<file path="src/rtl/mux4_arbiter.sv">
// Round-robin arbiter sharing one mux4 sample path between four sources.
// Grants one source per burst of up to BURST samples and presents data via valid/ready.
module mux4_arbiter #(
  parameter int REGBITS = 16,
  parameter int BURST   = 4
) (
  input  logic               clk,
  input  logic               reset_n,
  input  logic [3:0]         req,
  input  logic [REGBITS-1:0] a,
  input  logic [REGBITS-1:0] b,
  input  logic [REGBITS-1:0] c,
  input  logic [REGBITS-1:0] d,
  input  logic               data_ready,
  output logic [1:0]         control,
  output logic [3:0]         grant,
  output logic [REGBITS-1:0] data_out,
  output logic               data_valid,
  output logic [3:0]         ack
);

  localparam int CW = (BURST > 1) ? $clog2(BURST) : 1;

  typedef enum logic {IDLE, SERVE} state_t;

  state_t        state;
  logic [1:0]    last;
  logic [CW-1:0] count;
  logic [1:0]    pick;
  logic [1:0]    cand;
  logic          found;
  logic          xfer;
  logic          burst_done;

  // Scan last+1 .. last+4 (mod 4); the final candidate is last itself.
  always_comb begin
    pick  = last;
    cand  = last;
    found = 1'b0;
    for (int unsigned i = 1; i <= 4; i++) begin
      cand = last + 2'(i);
      if (!found && req[cand]) begin
        pick  = cand;
        found = 1'b1;
      end
    end
  end

  always_comb begin
    case (control)
      2'b00:   data_out = a;
      2'b01:   data_out = b;
      2'b10:   data_out = c;
      default: data_out = d;
    endcase
  end

  assign data_valid = (state == SERVE) && req[control];
  assign xfer       = data_valid && data_ready;
  assign burst_done = (count == CW'(BURST - 1));

  always_comb begin
    ack = '0;
    if (xfer) ack[control] = 1'b1;
  end

  always_ff @(posedge clk or negedge reset_n) begin
    if (!reset_n) begin
      state   <= IDLE;
      control <= '0;
      grant   <= '0;
      count   <= '0;
      last    <= 2'd3;
    end else begin
      case (state)
        IDLE: begin
          if (|req) begin
            control <= pick;
            grant   <= 4'b0001 << pick;
            count   <= '0;
            state   <= SERVE;
          end else begin
            grant <= '0;
          end
        end
        SERVE: begin
          if (!req[control] || (xfer && burst_done)) begin
            last  <= control;
            grant <= '0;
            state <= IDLE;
          end else if (xfer) begin
            count <= count + CW'(1);
          end
        end
        default: state <= IDLE;
      endcase
    end
  end

endmodule

</file>
<file path="config.mk">
export PLATFORM = sky130hd
export DESIGN_NAME = mux4_arbiter
export DESIGN_NICKNAME = d
export VERILOG_FILES = /design/src/rtl/mux4_arbiter.sv
export SDC_FILE = /design/constraint.sdc
export NUM_CORES = 1
export LEC_CHECK = 0
export ABC_AREA = 1
export ABC_CLOCK_PERIOD_IN_PS = 1870
export CELL_PAD_IN_SITES_DETAIL_PLACEMENT = 1
export CELL_PAD_IN_SITES_GLOBAL_PLACEMENT = 1
export CORE_MARGIN = 1
export CORE_UTILIZATION = 20
export DETAILED_ROUTE_END_ITERATION = 16
export GPL_TIMING_DRIVEN = 0
export PLACE_DENSITY = 0.79
export SLEW_MARGIN = 20
export SYNTH_ARGS = -nofsm -noshare
export SYNTH_HDL_FRONTEND = slang
export SYNTH_SLANG_ARGS = --single-unit
</file>
<file path="constraint.sdc">
create_clock -name clk -period 1.87 [get_ports clk]
set_clock_uncertainty 0.1 [all_clocks]
set_input_delay 0.374 -clock clk [delete_from_list [all_inputs] [get_ports clk]]
set_output_delay 0.374 -clock clk [all_outputs]
set_load 0.01 [all_outputs]
</file>
== Yosys cells after proc, flatten, opt, wreduce, memory -nomap -nowiden ==
Cells that the tools add are included.
Word-level totals
  memory bits (writable): 0
  register bits after elaboration: 11
  memory bits (read-only): 0
  output and inout bits: 27
  memories: 0
  word-level logic and storage cells: 72
  latch bits: 0
  input port bits: 71
Operators by class
  equality and inequality tests: 7
  shift operators: 1
  divide/modulo/power cells: 0
  reductions and logical operators: 17
  multiplexer cells: 31
  bitwise operators: 1
  order comparisons: 6
  multiply operators: 0
  add/sub/neg operators: 4
Operators by type and width (count)
  $pmux 16 s3: 1
  $lt 2x3->1 const B: 5
  $mux 2: 7
  $mux 4: 3
  $mux 1: 11
  $bmux 1 s2: 5
  $pmux 4 s2: 1
  $logic_and 1x1->1: 7
  $add 2x1->2 const B: 2
  $add 2x2->2 const B: 2
  $eq 2x2->1 const B: 2
  $logic_not 1->1: 4
  $ne 2x1->1 const B: 2
  $ne 2x2->1 const B: 2
  $pmux 2 s2: 1
  $reduce_and 2->1: 2
  $reduce_or 4->1: 1
  $shl 1x2->4 const A: 1
  $reduce_and 3->1: 1
  $demux 1 s2: 1
  $eq 2x1->1 const B: 1
  $ge 2x1->1 const B: 1
  $logic_not 2->1: 1
  $pmux 1 s2: 1
  2 further kinds: 2

== Longest topological paths before layout ==
  depth in word-level cells: 16
  depth in mapped cells: 13

== Worst setup path before layout ==
No wires, ideal clock.
  path kind: register to output
  from: register control[0]
  to: output ack[0]
  arrival time: 1.373 ns
  slack: 0.023 ns
  cell stages (with the launch flop): 7
  path through: dfrtp_1 -> buf_6 -> nor2_2 -> nand2_1 -> nand4_2 -> nand3_2 -> nor3_1
On the way
  longest elaborated chain between the ends: 5
  elaborated cells between the ends (all ways): 10
  classes of those cells: order compare (2); mux (5); reduce/logical (3)
RTL lines
  from (decl): RTL line 15  | output logic [1:0] control,
  from (signal assigned): RTL line 78  | control <= pick;
  $lt 2x3->1 (not written as such) (tied with other cells): RTL line 64  | if (xfer) ack[control] = 1'b1;
  $logic_and 1x1->1 (not written as such) / $mux 1 (equally long branches): RTL line 64, 58
  $mux 1 (not written as such) / $logic_and 1x1->1 (equally long branches): RTL line 64, 58
  $demux 1 s2 / $logic_and 1x1->1 (equally long branches): RTL line 64, 59
  $mux 4 *: RTL line 64
  to (decl): RTL line 19  | output logic [3:0] ack
Every way passes the cells marked *; elsewhere a longest branch is shown, timed or not. The select of a mux whose other input is x is not followed.

== Final worst setup path ==
  from: register control[1]
  to: output ack[0]
Same word-level chain as after synthesis.

==> results <==
metrics by stage:
stage	std cells	setup slack, ns	utilization	total power [mW]	area, µm²
2_1_floorplan	223	0.0231	-	2.07	1250
6_report	428	-0.207	0.449	4.13	2690
3_5_place_dp	395	-0.741	0.387	3.27	2320
5_1_grt	428	-0.277	0.449	4.52	2690
3_3_place_gp	395	-0.701	0.387	3.21	2320
4_1_cts	420	-0.190	0.437	3.97	2620
layer usage:
layer / vias to the layer above / GRT usage / part of all wire
li1: 971 / - / -
met1: 876 / 0.207 / 0.37
met2: 70 / 0.370 / 0.54
met3: 4 / 0.0584 / 0.079
met4: 0 / 0.0268 / 0.0054
met5: - / 0 / 0
where the power goes:
| part | internal (mW) | switching (mW) |
|---|---|---|
| clock network | 0.150 | 0.0920 |
| registers | 0.356 | 0.105 |
| logic | 1.57 | 1.85 |
| total | 2.08 | 2.05 |
cell usage after synthesis (2+ instances only):
| cell | number | area share |
|---|---|---|
| dfrtp_1 | 9 | 0.18 |
| dfstp_2 | 2 | 0.042 |
| nor3_1 | 3 | 0.012 |
| nand2_1 | 128 | 0.38 |
| nor2_1 | 8 | 0.024 |
| buf_6 | 2 | 0.018 |
| o21ai_0 | 3 | 0.012 |
| nand3_1 | 9 | 0.036 |
| nor2_2 | 4 | 0.020 |
| nand2_2 | 11 | 0.055 |
| buf_4 | 2 | 0.012 |
| inv_2 | 7 | 0.021 |
| inv_1 | 6 | 0.018 |
| clkbuf_1 | 3 | 0.0090 |
| nand4_1 | 16 | 0.080 |
layout make-up:
class / count / share of cell area
inverter: 13 / 0.0200
buffer: 6 / 0.0284
clock buffer: 4 / 0.0168
timing repair buffer: 128 / 0.425
multi-input combinational: 191 / 0.372
tap: 75 / 0.0349
sequential: 11 / 0.103
cell families (layout without fill, tap and decap cells):
kind of cell             after synthesis  count (layout)
buffers and inverters                 21             151
AND/OR/NAND/NOR                      184             184
adder cells (fa/ha/maj)                1               1
AO/OA/AOI/OAI                          6               6
flip-flops                            11              11
sequential cells by signal, indices dropped and copies added (netlist names):
signal	cells
grant	4
control	2
count	2
last	2
state	1
what timing repair did:
action	4_1_cts	5_1_grt
endpoints found under the setup margin	21	27
buffers inserted	19	12
pin swaps	6	6
resized for setup	128	18
gates cloned	2	0
worst min-delay path by stage:
| stage | slack (ns) | to |
|---|---|---|
| floorplan | -0.02 | control[0] |
| global placement | 0.37 | grant[1] |
| detailed placement | 0.38 | grant[3] |
| CTS | 0.40 | grant[3] |
| global route | 0.43 | control[0] |
| finish | 0.37 | control[0] |
cells in the final DEF, fill, tap and decap left out, types with 2 or more instances in the layout:
cell,Yosys,routed
nand2_1,128,107
clkdlybuf4s50_1,0,75
nand2_2,11,28
buf_4,2,25
buf_2,1,20
nand4_1,16,16
nand3_1,9,9
dfrtp_1,9,9
buf_6,2,8
nor2_1,8,7
inv_1,6,6
clkbuf_8,0,5
inv_2,7,5
nand2_4,0,4
nor2_4,0,3
nor3_2,0,3
o21ai_0,3,3
inv_4,0,2
buf_8,0,2
nand3_4,1,2
nor2_2,4,2
dfstp_2,2,2
==> metrics.md <==
| Metric | Value |
|---|---|
| Ys flop type | dfrtp_1 |
| Die ar. | 0.00658 mm² |
| Reg2Reg Setup Slack | about 0.090 ns |
| Worst skew pair latency | 0.24 ns |
| Initial detailed-routing violation count | 64 |
| Peak VDD IR | 708 µV |
| R2R Path End | last[0] |
| Endpoint type of the worst setup path | output pin |
| Die Wd | 81.1 µm |
| Mux cell area share after synthesis | 0 |
| Max-cap violations | 0 |
| Hpwl dp | 4.34 mm |
| Synth Area in Adders | 0.0100 |
| Overall global routing resource usage | 0.192 |
| Final hold viol count | 0 |
| ANT cells | 0 |
| Status | finished, violations left |
| Antenna Nets Post-Route | 0 |
| Avg Synthesized Cell Area | 5.61 µm² |
| Crit path launch type | register |
| CTS Sinks | 11 |
| Core area | between 0.005 and 0.006 mm² |
| Syn Nets | between 200 and 300 |
| Largest net degree at the start of global routing | 12 |
| Slew @ Worst Pin | about 0.5 ns |
| Sequential Area | between 200 and 300 µm² |
| Cells after Synth | 223 |
| RSZ-0062 raised after global routing | yes |
| Initial antenna violation count | 0 |
| Fillers | approximately 770 |
| Critical path peak fanout | 6 |
| Chip height | around 80 µm |
| Register area share after synthesis | 0.222 |
| Worst min path class | in -> async |
| Post-layout worst setup margin | -0.207 ns |
| Routability Congestion | about 0.76 |
| Starting Density | 0.209 |
| Max Fclk | 481 MHz |
| Total Wirelength | 5.95 mm |
| Slowest-stage cell, CP | dfrtp_1 |
| Total CTS buffers | 3 |
| Stages on the worst setup path | 8 |
| Synth warn | 0 |
| Synth Area in XOR/XNOR | 0 |
| CP Class | reg -> out |
| CP Data Required Time | around 1.4 ns |
| Root Buffer | clkbuf_8 |
| Hold WS | 0.373 ns |
| Area growth from synthesis to layout | 115% |
| Synthesized flop and latch total | 11 |
| Static Leak | ~1.3 nW |
| Wire length per cell | 13.9 µm |
| Fin. max-slew vios | 0 |
| Synth cell types | 25 |
| Critical Path Start | control[1] |
| DRC viols | 0 |
| NumNets Final | 426 |
| Failing checks | setup timing |
| CTS H-tree depth | 1 |
| Setup violators final | 21 |
| Relative slew slack | 0.657 |
| First-pass GRT wire length | just under 10 mm |
| Row count | 28 |
| Crit path largest cell delay | 0.37 ns |
| Gr ovfl total | 0 |
| Critical Path, Cell by Cell | buf_6 -> inv_4 -> nor2_4 -> nand2_2 -> nand4_4 -> nand3_4 -> nor3_2 -> buf_2 |
| Pwr dens | 1540 mW/mm² |
| Worst r2r src | control[1] |
| Share of layout cells above drive strength 1 | 0.329 |
| Vias in the first global route | 2,055 |
| R2R cell count | 9 |
| CTS tree | yes |
| Largest family of logic cells by synthesized area | simple AND/OR/NAND/NOR gates |
| CP bufs+invs | 3 |
| Deepest clock path buffer count | 2 |
| EDFF count, synth | 0 |
| Worst endpoint data arrival time | around 1.6 ns |
| Vias per Instance | 4.49 |
| PortBufs | 97 |
| Compound-Gate Fraction of Synth Area | 0.0320 |
| Routed via count | approximately 1,900 |
| Period utilization | 1.11 |
| Setup TNS | -2.08 ns |
| Multi-input combinational cell area | 998 µm² |
| I/O pin cnt | 98 |
| Delay-heaviest family, CP | simple AND/OR/NAND/NOR gates |
| Reg clk slew, reported paths | approximately 0.06 ns |
| Simple-gate portion of the synthesized area | 0.654 |
| 1st-pass router iterations | 4 |
| Synth Cell Area | 0.00125 mm² |
| Post-synthesis async set-or-reset flop share | 1.00 |
| Hold buffers post-CTS | 0 |
| Final worst path period need | 2.08 ns |
| CP endpoint | ack[0] |
No activity file was read; power rests on OpenSTA's default activity.
